$ cat config.mk
export PLATFORM = sky130hd
export DESIGN_NAME = fetch_pc_unit
export DESIGN_NICKNAME = d
export VERILOG_FILES = /design/src/rtl/fetch_pkg.sv /design/src/rtl/fetch_pc_unit_return_stack.sv /design/src/rtl/fetch_pc_unit.sv
export SDC_FILE = /design/constraint.sdc
export NUM_CORES = 1
export LEC_CHECK = 0
export ABC_AREA = 1
export BUFFER_PORTS_ARGS = -buffer_cell sky130_fd_sc_hd__buf_4
export CORE_MARGIN = 3
export CORE_UTILIZATION = 61
export CTS_CLUSTER_SIZE = 12
export DETAILED_ROUTE_END_ITERATION = 8
export HOLD_SLACK_MARGIN = 0.1
export PLACE_DENSITY = 0.81
export SYNTH_ARGS = -nofsm -noshare
export SYNTH_HDL_FRONTEND = slang
export SYNTH_HIERARCHICAL = 1
export SYNTH_SLANG_ARGS = --single-unit
$ cat constraint.sdc
create_clock -name clk -period 2.8 [get_ports clk]
set_input_delay 0.56 -clock clk [delete_from_list [all_inputs] [get_ports clk]]
set_output_delay 0.56 -clock clk [all_outputs]
set_load 0.1 [all_outputs]
$ cat src/rtl/fetch_pkg.sv
// Shared types and helpers for the instruction-fetch PC unit.
// Provides pc_t, the next-PC source enum, RESET_PC and a sign-extender.
package fetch_pkg;

    localparam int unsigned PC_W_DEF = 12;
    localparam int unsigned RESET_PC = 0;

    typedef logic [PC_W_DEF-1:0] pc_t;

    typedef enum logic [2:0] {
        PLUS1,
        HOLD,
        OFFSET,
        CONST,
        STACK,
        TRAP
    } pc_src_e;

    // Sign-extend the low w bits of v to 32 bits.
    function automatic logic [31:0] sext(
        input logic [31:0] v,
        input int unsigned w
    );
        logic signed [31:0] t;
        t = signed'(v << (32 - w));
        return unsigned'(t >>> (32 - w));
    endfunction

endpackage

$ cat src/rtl/fetch_pc_unit_return_stack.sv
// Hardware return-address stack with sticky overflow/underflow flags.
// Ports: clk, rst (async active-low), push, pop, push_data in;
//        top, empty, full, ovf, udf out.
module return_stack #(
    parameter int WIDTH = 12,
    parameter int DEPTH = 8
) (
    input  logic             clk,
    input  logic             rst,
    input  logic             push,
    input  logic             pop,
    input  logic [WIDTH-1:0] push_data,
    output logic [WIDTH-1:0] top,
    output logic             empty,
    output logic             full,
    output logic             ovf,
    output logic             udf
);

    localparam int AW  = $clog2(DEPTH);
    localparam int SPW = AW + 1;

    logic [WIDTH-1:0] mem [DEPTH];
    logic [SPW-1:0]   sp;
    logic [AW-1:0]    wr_idx;
    logic [AW-1:0]    top_idx;

    assign wr_idx  = AW'(sp);
    assign top_idx = AW'(sp - SPW'(1));
    assign empty   = (sp == '0);
    assign full    = (sp == SPW'(DEPTH));
    assign top     = empty ? '0 : mem[top_idx];

    always_ff @(posedge clk or negedge rst) begin
        if (!rst) begin
            sp  <= '0;
            ovf <= 1'b0;
            udf <= 1'b0;
            for (int i = 0; i < DEPTH; i++) begin
                mem[i] <= '0;
            end
        end else begin
            // Call+return together replaces the top in place; on an empty
            // stack it falls through to a plain push.
            if (push && pop && !empty) begin
                mem[top_idx] <= push_data;
            end else if (push && !full) begin
                mem[wr_idx] <= push_data;
                sp          <= sp + SPW'(1);
            end else if (pop && !push && !empty) begin
                sp <= sp - SPW'(1);
            end
            if (push && !pop && full) begin
                ovf <= 1'b1;
            end
            if (pop && empty) begin
                udf <= 1'b1;
            end
        end
    end

endmodule

$ cat src/rtl/fetch_pc_unit.sv
// IF stage: PC register, next-PC mux, return stack and flush generation.
// Ports: clk, rst (async active-low), stall, sel_PC_src_{offset,const,stack},
//   push_stack, pop_stack, ex_pc, ex_offset, ex_const in; imem_addr,
//   pc_plus1, flush, stack_ovf, stack_udf out; trap out when PC_TRAP_EN.
// Optional: define PC_TRAP_EN to vector stack faults to TRAP_ADDR.
module fetch_pc_unit
    import fetch_pkg::*;
#(
    parameter int                  PC_WIDTH     = 12,
    parameter int                  OFFSET_WIDTH = 8,
    parameter int                  STACK_DEPTH  = 8,
    parameter logic [PC_WIDTH-1:0] TRAP_ADDR    = 12'hFFF
) (
    input  logic                    clk,
    input  logic                    rst,
    input  logic                    stall,
    input  logic                    sel_PC_src_offset,
    input  logic                    sel_PC_src_const,
    input  logic                    sel_PC_src_stack,
    input  logic                    push_stack,
    input  logic                    pop_stack,
    input  logic [PC_WIDTH-1:0]     ex_pc,
    input  logic [OFFSET_WIDTH-1:0] ex_offset,
    input  logic [PC_WIDTH-1:0]     ex_const,
    output logic [PC_WIDTH-1:0]     imem_addr,
    output logic [PC_WIDTH-1:0]     pc_plus1,
    output logic                    flush,
    output logic                    stack_ovf,
    output logic                    stack_udf
`ifdef PC_TRAP_EN
    ,
    output logic                    trap
`endif
);

    logic [PC_WIDTH-1:0] pc;
    logic [PC_WIDTH-1:0] pc_next;
    logic [PC_WIDTH-1:0] top_val;
    logic [PC_WIDTH-1:0] off_tgt;
    logic [31:0]         off_ext;
    logic                redirect;
    logic                st_empty;
    logic                st_full;
    pc_src_e             src;

    return_stack #(
        .WIDTH (PC_WIDTH),
        .DEPTH (STACK_DEPTH)
    ) u_stack (
        .clk       (clk),
        .rst       (rst),
        .push      (push_stack),
        .pop       (pop_stack),
        .push_data (ex_pc + PC_WIDTH'(1)),
        .top       (top_val),
        .empty     (st_empty),
        .full      (st_full),
        .ovf       (stack_ovf),
        .udf       (stack_udf)
    );

    assign imem_addr = pc;
    assign pc_plus1  = pc + PC_WIDTH'(1);
    assign redirect  = sel_PC_src_offset | sel_PC_src_const
                     | sel_PC_src_stack;
    assign off_ext   = sext(32'(ex_offset), OFFSET_WIDTH);
    assign off_tgt   = ex_pc + off_ext[PC_WIDTH-1:0];

`ifdef PC_TRAP_EN
    logic fault;
    assign fault = (push_stack & ~pop_stack & st_full)
                 | (pop_stack & st_empty);
    assign flush = redirect | fault;

    always_ff @(posedge clk or negedge rst) begin
        if (!rst) begin
            trap <= 1'b0;
        end else begin
            trap <= fault;
        end
    end
`else
    logic unused_stack_state;
    assign unused_stack_state = st_empty ^ st_full;
    assign flush = redirect;
`endif

    // Later assignments win, giving stack > const > offset > stall.
    always_comb begin
        src = PLUS1;
        if (stall)             src = HOLD;
        if (sel_PC_src_offset) src = OFFSET;
        if (sel_PC_src_const)  src = CONST;
        if (sel_PC_src_stack)  src = STACK;
`ifdef PC_TRAP_EN
        if (fault)             src = TRAP;
`endif
    end

    always_comb begin
        pc_next = pc + PC_WIDTH'(1);
        unique case (src)
            PLUS1:   pc_next = pc + PC_WIDTH'(1);
            HOLD:    pc_next = pc;
            OFFSET:  pc_next = off_tgt;
            CONST:   pc_next = ex_const;
            STACK:   pc_next = top_val;
            TRAP:    pc_next = TRAP_ADDR;
            default: pc_next = pc + PC_WIDTH'(1);
        endcase
    end

    always_ff @(posedge clk or negedge rst) begin
        if (!rst) begin
            pc <= PC_WIDTH'(RESET_PC);
        end else begin
            pc <= pc_next;
        end
    end

endmodule

Yosys cells after proc, flatten, opt, wreduce, memory -nomap -nowiden
Cells that the tools add are included.

Flip-flop bits (word level): 114. Bits of input ports: 40. Logic and storage cells: 69.

$add $sub $neg: 5. Order comparisons: 4. Eq/ne operators: 6. Multiplexer cells: 19. Bitwise logic cells: 5. Reductions and logical operators: 18.

Operators with widths (number): 96-bit bitwise mux (2); 96-bit 2-to-1 mux (2); 12-bit demux with 3-bit select (2); 12-bit 2-to-1 mux (5); 12-bit one-hot mux with 5 select lines (1); 12-bit binary-select mux with 3-bit select (1); 12-bit by 1-bit adder with 12-bit output (second input constant) (2); 12-bit adder (1); 1-bit logical AND (10); 3-bit 2-to-1 mux (3); 4-bit greater-or-equal comparator (second input constant) (2); 4-bit by 1-bit less-than comparator with 1-bit output (second input constant) (2); 4-bit 2-to-1 mux (2); 3-bit inverter with 4-bit output (2); 3-bit by 2-bit equality test with 1-bit output (second input constant) (2); 3-bit equality test (second input constant) (2); 4-bit by 1-bit adder with 4-bit output (second input constant) (1); 4-bit equality test (second input constant) (1); 1-bit logical NOT (4); 4-bit logical NOT (1); 2-bit nonzero test (2); 4-bit by 1-bit subtractor with 4-bit output (second input constant) (1); 3-bit by 1-bit equality test with 1-bit output (second input constant) (1); 1-bit OR (2); 3 further kinds (3).

Depth between registers and ports, before layout
Gate-level depths: netlist of the first run.

Word-level depth: 8. Depth in mapped cells: 16.

Cells and area by module
Netlist of the first run, hierarchy kept.

By module, submodules not included: return_stack (instances 1, cells an instance 820, area an instance 6032.0 µm²); fetch_pc_unit (instances 1, cells an instance 329, area an instance 1928.1 µm²).

Worst setup path before layout of the first run
OpenSTA, ideal clock, no wires.

Path kind: register to output. Start point: register pc[0] (netlist: imem_addr[0]). End point: output pc_plus1[7]. Data arrival time: 3.606 ns. Data required time: 2.240 ns. Setup slack: -1.366 ns. Cell stages (with the launch flop): 5. Buffers on the path: 0. Cells stage by stage: dfrtp_1 -> inv_1 -> nor2_2 -> nand2_2 -> xor2_1.

Cells in the longest elaborated chain, start to end: 1.

RTL lines: start: declaration (RTL line fetch_pc_unit.sv:36) `logic [PC_WIDTH-1:0] pc;`; start signal: assignment (RTL line fetch_pc_unit.sv:115) `pc <= PC_WIDTH'(RESET_PC);`; start signal: assignment (RTL line fetch_pc_unit.sv:117) `pc <= pc_next;`; 12-bit by 1-bit adder with 12-bit output (RTL line fetch_pc_unit.sv:63) `assign pc_plus1 = pc + PC_WIDTH'(1);`; end: declaration (RTL line fetch_pc_unit.sv:26) `output logic [PC_WIDTH-1:0] pc_plus1,`.

Every way passes these cells.

Worst setup path in the final report of the first run
Start point: register pc[0] (netlist: imem_addr[0]). End point: output pc_plus1[10].

The elaborated chain is that of the path after synthesis.

==> results of run 1 <==
## critical path: stages (launching register included)
cell and delay, ns:
dfrtp_4 0.44, ha_1 0.23, nand3_2 0.17, inv_1 0.10, nand2_1 0.15, nor2_1 0.14, nand2_1 0.06, nand2_1 0.12
clkinvlp_4 0.10, buf_6 0.18
## through the flow
step / power [mW] / setup WS, ns / setup TNS (ns)
6_report: 11.6 / 0.140 / 0
5_1_grt: 12.4 / 0.0147 / 0
4_1_cts: 11.5 / 0.0497 / 0
3_5_place_dp: 9.26 / 0.403 / 0
3_3_place_gp: 9.14 / 0.426 / 0
2_1_floorplan: 7.97 / -0.0262 / -0.0262
## kinds of logic (layout without fill, tap and decap cells)
| logic type | Yosys count | count (layout) | share of synthesized area (%) |
|---|---|---|---|
| flip-flops | 114 | 114 | 35.8 |
| XOR/XNOR | 20 | 20 | 2.20 |
| AO/OA/AOI/OAI | 55 | 55 | 4.73 |
| adder cells (fa/ha/maj) | 16 | 16 | 2.61 |
| AND/OR/NAND/NOR | 763 | 763 | 43.2 |
| buffers and inverters | 181 | 232 | 11.4 |
## timing repair
item / CTS / global route
endpoints found under the setup margin: 1 / 1
endpoints found under the hold margin: 0 / 0
hold buffers: 0 / 0
resized for setup: 1 / 1
## layer usage
| metal | wire length, um | share of wire [%] | vias to the layer above |
|---|---|---|---|
| met2 | 10200 | 45 | 353 |
| met3 | 2240 | 10 | 56 |
| met1 | 9460 | 42 | 3572 |
| met4 | 569 | 2.5 | 0 |
| li1 | - | - | 3652 |
| met5 | 0 | 0 | - |
## cell usage in the layout (no fill, tap or decap), types with 3 or more instances in the layout
cell,n
a21oi_1,24
dfrtp_2,7
nand3b_1,3
o21ai_2,5
xor2_1,13
nor2_2,4
buf_4,81
clkbuf_16,17
o21ai_1,4
clkinvlp_4,3
bufinv_16,3
nand2_1,477
xnor2_1,3
o21ai_4,4
inv_1,107
clkbuf_8,4
nand3_1,167
dfrtp_1,106
ha_1,15
inv_2,6
clkbuf_1,7
nor3_1,3
o21ai_0,10
or2_2,3
nand2_4,15
nand2_2,56
nor2_1,20
nand4_1,8
## layout make-up
class / instances / area [um^2]
Clock inverter: 4 / 95.1
Clock buffer: 28 / 507
Inverter: 117 / 463
Fill cell: 1043 / 3620
Sequential cell: 114 / 2870
Multi-Input combinational cell: 854 / 4270
Timing Repair Buffer: 83 / 639
Tap cell: 172 / 215
## state kept, by name, summed over array words and instances (netlist names)
| signal | count |
|---|---|
| u_stack/ovf | 1 |
| u_stack/mem | 96 |
| imem_addr | 12 |
| u_stack/udf | 1 |
| u_stack/sp | 4 |
## power by group through the flow
stage	Sequential (mW)	Clock [mW]	Combinational [mW]
floorplan	3.45	0	4.52
finish	3.01	2.21	6.40
detailed placement	2.99	0	6.27
global route	3.09	2.29	7.03
global placement	2.97	0	6.17
CTS	2.98	2.22	6.32
## how the worst max path moves through the flow
stage / slack, ns / end / cells after the start
global route: 0.01 / pc_plus1[10] / 9
detailed placement: 0.40 / u_stack/mem[62] / 8
finish: 0.14 / pc_plus1[10] / 9
floorplan: -0.03 / pc_plus1[7] / 4
global placement: 0.43 / u_stack/mem[8] / 8
CTS: 0.05 / pc_plus1[10] / 9
==> reports/results.tsv, run 1 <==
metric	value	unit
Clock Pin Slew Worst Setup and Hold Paths	0.05	ns
Post-CTS Setup Bufs	0	
synth unique cells	43	
ANT nets after route	0	
clk sinks	114	
first-iteration detailed-routing DRC count	1088	
Syn Inst Count	1149	
grt met3 use	7.34	%
FF-to-FF End	u_stack/mem[71]	
sequential-to-total area share from yosys stat	35.8	%
Worst-Margin Slew	1.12	ns
Req. time, crit path	2.24	ns
CTS max path bufs	2	
Die ar.	14500	um^2
vias per cell	5.56	
share of layout cells above drive strength 1	18.9	%
vias in the first global route	7127	
PwrDens	1280	nW/um^2
Sw Ratio	51.0	%
Initial Util	62.8	%
Fmax	376	MHz
Sw Pwr	5.93	mW
internal power	5.69	mW
post-synth net total	1205	
Ys Warns	6	
Synth top area share	35.8	%
GRT Total Usage	32.2	%
WS Path Type	flop to output pin	
Final Critical Period	2.66	ns
RR Startpoint	u_stack/sp[1]	
IO Port Bufs	66	
CP Launch Type	flop	
ranking of synthesized cells by area	dfrtp_1 (36%), nand2_1 (23%), nand3_1 (11%), inv_1 (5.2%), nand2_2 (4.2%)	
Pre-antenna DRT Iters	7	
Layout Nets	1243	
num rows	41	
CTS buffer count	17	
Core ar.	12700	um^2
global-route wire length before repair	36500	um
Commonest cells post-synth	nand2_1 (479), nand3_1 (168), dfrtp_1 (114)	
Worst-Skew Late Latency	0.41	ns
Post-Layout Cell Count	1372	
Arr. time, crit path	2.10	ns
WL final	22500	um
busiest layer in global routing	met2	
Hold Slack	0.142	ns
Synth Flop Type	dfrtp_1	
Root Driver	clkbuf_16	
Hold/Removal Path Class	primary input to asynchronous set/reset pin	
Final HPWL DP	15400	um
RSZ-0062 raised after global routing	false	
top-count cell post-synth	nand2_1	
maximum VDD drop	676	uV
Final Max Tran Viols	0	
Worst slew margin	25.2	%
antenna cells	0	
worst setup path start	imem_addr[0]	
crit end category	output pin	
DRC viols	0	
final hold violations	0	
largest net degree at the start of global routing	59	
IO Pins	67	
area delta synth->final	13.8	%
Max-Cap Viols	0	
Placed Cells	1340	
fraction of registers with async set/reset	100	%
Post-Syn Area	7960	um^2
worst reg-to-reg path cell count	8	
gr ovfl total	0	
Comb pwr share	55.1	%
H-tree depth	4	
die width	120	um
flop2flop setup slack	0.32	ns
#FFs+latches synth	114	
wire per inst	16.4	um
Max FO, Critical Path	4	
Worst Skew	0.00561	ns
status	finished, final reports clean	
syn avg cell area	6.93	um^2
Layout Cell Area excl Fill	9050	um^2
clock power share	19.0	%
GR Util met2	49.0	%
Flop pwr share	25.9	%
dpl cell area	8440	um^2
GPL Wtd Cong	0.962	
GRT met1 Usage	46.0	%
Core Util, Final	71.5	%
Synth area leader	dfrtp_1	
Setup violations, final	0	
Post-synth EDFFs	0	
number of antenna violations at the first check in global routing	0	
vias	7633	
Final period util	95.0	%
Die Height	120	um
CTS tree	done	
LEAKAGE	4.91	nW
No activity file was read; power rests on OpenSTA's default activity.
==> inputs of run 2 (changes only) <==
==> constraint.sdc (replaced) <==
create_clock -name clk -period 2.8 [get_ports clk]
set_input_delay 0.28 -clock clk [delete_from_list [all_inputs] [get_ports clk]]
set_output_delay 0.28 -clock clk [all_outputs]
set_load 0.1 [all_outputs]
==> run 2 against run 1 <==
  * Design area down 0.57%
  * Via count down 0.45%
  * Cell count about the same
  * Sequential share of layout area up 0.069 points
  * Core utilization down 0.40 points
  * Wire length down 0.72%
  * Maximum frequency up 8.2%
  * Die area unchanged
  * First-iteration DRC count down 26%
  * Global-route usage down 0.39 points
  * Clock-buffer cell count down 7
==> reports/results.tsv, run 2 (synthesis gave the netlist of run 1 again) <==
metric	value	unit	change
wire per inst	16.2	um	was 16.4 um
Layout Cell Area excl Fill	9000	um^2	was 9050 um^2
num rows	41		unchanged
worst reg-to-reg path cell count	11		was 8
global-route wire length before repair	36000	um	was 36500 um
Post-Layout Cell Count	1373		was 1372
largest net degree at the start of global routing	59		unchanged
Arr. time, crit path	2.75	ns	was 2.10 ns
dpl cell area	8420	um^2	was 8440 um^2
Reg area	2860	um^2	was 2870 um^2
Multi-input gate area	4250	um^2	was 4270 um^2
CTS tree	done		unchanged
IO Pins	67		unchanged
crit-path cells	inv_1, ha_1, inv_2, nand2_1, nand2_1, nand2_1, a21oi_1, a21oi_1, nand3_1, nand3_1, nand2_1		was ha_1, nand3_2, inv_1, nand2_1, nor2_1, nand2_1, nand2_1, clkinvlp_4, buf_6
Max FO, Critical Path	28		was 4
Final period util	87.8	%	was 95.0%
clk sinks	114		unchanged
Die Height	120	um	unchanged
Post-CTS Setup Bufs	0		unchanged
Core Util, Final	71.1	%	was 71.5%
Final Critical Period	2.46	ns	was 2.66 ns
Reg with most FFs	u_stack/mem		unchanged
Placed Cells	1340		unchanged
final hold violations	0		unchanged
Root Driver	clkbuf_16		unchanged
FF-to-FF End	imem_addr[5]		was u_stack/mem[71]
share of layout cells above drive strength 1	18.4	%	was 18.9%
FILL cells	1067		was 1043
Max-Cap Viols	0		unchanged
Hold Slack	0.153	ns	was 0.142 ns
CTS max path bufs	2		unchanged
quantity of hold-fixing buffers added after cts	1		was 0
vias per cell	5.53		was 5.56
Final HPWL DP	15400	um	about the same
vias in the first global route	6968		was 7127
CP most frequent cell	nand2_1		unchanged
Fmax	407	MHz	was 376 MHz
status	finished, final reports clean		unchanged
Worst-Skew Late Latency	0.41	ns	about the same
H-tree depth	4		unchanged
first-iteration detailed-routing DRC count	808		was 1088
Crit-path slowest cell	ha_1		was dfrtp_4
CTS buffer count	17		unchanged
area delta synth->final	13.1	%	was 13.8%
Worst path top cell family by delay	simple AND/OR/NAND/NOR gates		unchanged
Worst-Margin Slew	1.04	ns	was 1.12 ns
Worst slew margin	30.6	%	was 25.2%
Crit path largest cell delay	0.57	ns	was 0.44 ns
CP Launch Type	flop		unchanged
max reg flops	96		unchanged
Initial Util	62.8	%	unchanged
maximum VDD drop	610	uV	was 676 uV
commonest cells after routing, fill and taps aside	nand2_1 (477), nand3_1 (168), dfrtp_1 (112)		was nand2_1 (477), nand3_1 (167), inv_1 (107)
Req. time, crit path	3.09	ns	was 2.24 ns
GPL Wtd Cong	0.953		was 0.962
crit end category	flop		was output pin
Clock Pin Slew Worst Setup and Hold Paths	0.06	ns	was 0.05 ns
Core ar.	12700	um^2	unchanged
Die ar.	14500	um^2	unchanged
RR Startpoint	u_stack/sp[1]		unchanged
Worst Min Path Start	push_stack		
Hold/Removal Path Class	primary input to flop		was primary input to asynchronous set/reset pin
Tot Pwr	11.5	mW	was 11.6 mW
antenna cells	0		unchanged
gr ovfl total	0		unchanged
hold path cells	2		
LEAKAGE	4.92	nW	was 4.91 nW
Layout Nets	1244		was 1243
Setup violations, final	0		unchanged
Worst Path Buf+Inv	2		was 3
flop2flop setup slack	0.34	ns	was 0.32 ns
Worst Skew	0.00833	ns	was 0.00561 ns
commonest non-fill, non-tap cell in the layout	nand2_1		unchanged
Final Max Tran Viols	0		unchanged
ANT nets after route	0		unchanged
DRC viols	0		unchanged
WS Path Type	flop to flop		was flop to output pin
Post-CTS Resized	0		was 1
number of antenna violations at the first check in global routing	0		unchanged
IO Port Bufs	66		unchanged
RSZ-0062 raised after global routing	false		unchanged
Pre-antenna DRT Iters	7		unchanged
PwrDens	1280	nW/um^2	about the same
vias	7599		was 7633
hold-critical path endpoint	u_stack/ovf		
GRT Total Usage	31.9	%	was 32.2%
die width	120	um	unchanged
WL final	22300	um	was 22500 um
run 2: cell types whose count changed in the layout (fill, tap and decap cells not counted), sizes merged:
cell	previous run	this run
clkbuf	28	21
clkinv	1	5
inv	114	116
clkinvlp	3	4
dlygate4sd3	0	1
run 2: worst max path at each step:
| stage | endpoint | slack [ns] | from | cells after the start |
|---|---|---|---|---|
| 2_1_floorplan | imem_addr[4] | -0.16 | imem_addr[1] | 7 |
| 3_3_place_gp | imem_addr[6] | 0.47 | u_stack/sp[1] | 11 |
| 3_5_place_dp | imem_addr[5] | 0.41 | u_stack/sp[1] | 11 |
| 4_1_cts | imem_addr[5] | 0.40 | u_stack/sp[1] | 11 |
| 5_1_grt | imem_addr[10] | 0.13 | u_stack/sp[1] | 13 |
| 6_report | imem_addr[5] | 0.34 | u_stack/sp[1] | 11 |
run 2: metal layers:
layer,up-vias,part of all wire [%],global-route usage [%]
li1,3650,-,-
met1,3523,43,46.9
met3,60,10,7.44
met2,366,44,46.2
met4,0,3.1,11.4
met5,-,0,0
run 2: cell type report:
type,instances,share of cell area [%]
multi-input cells,854,47.2
flip-flops and latches,114,31.7
repair buffers,84,7.17
inverters,117,5.06
clock buffers,21,4.89
well taps,172,2.39
clock inverters,11,1.53
run 2: through the flow:
| step | setup TNS [ns] | worst slack (ns) |
|---|---|---|
| floorplan | -0.161 | -0.161 |
| global placement | 0 | 0.475 |
| detailed placement | 0 | 0.412 |
| CTS | 0 | 0.395 |
| global route | 0 | 0.131 |
| finish | 0 | 0.341 |
run 2: worst register-to-register path, stage by stage, from the launching register on:
cell and delay [ns]:
dfrtp_1 0.50, inv_1 0.12, ha_1 0.57, inv_2 0.30
nand2_1 0.13, nand2_1 0.09, nand2_1 0.09, a21oi_1 0.08
a21oi_1 0.16, nand3_1 0.14, nand3_1 0.10, nand2_1 0.06
run 2: power by group:
group / total, mW / internal [mW] / switching [mW]
registers: 2.99 / 2.42 / 0.571
logic: 6.34 / 1.74 / 4.60
clock network: 2.15 / 1.39 / 0.761
total: 11.5 / 5.55 / 5.93
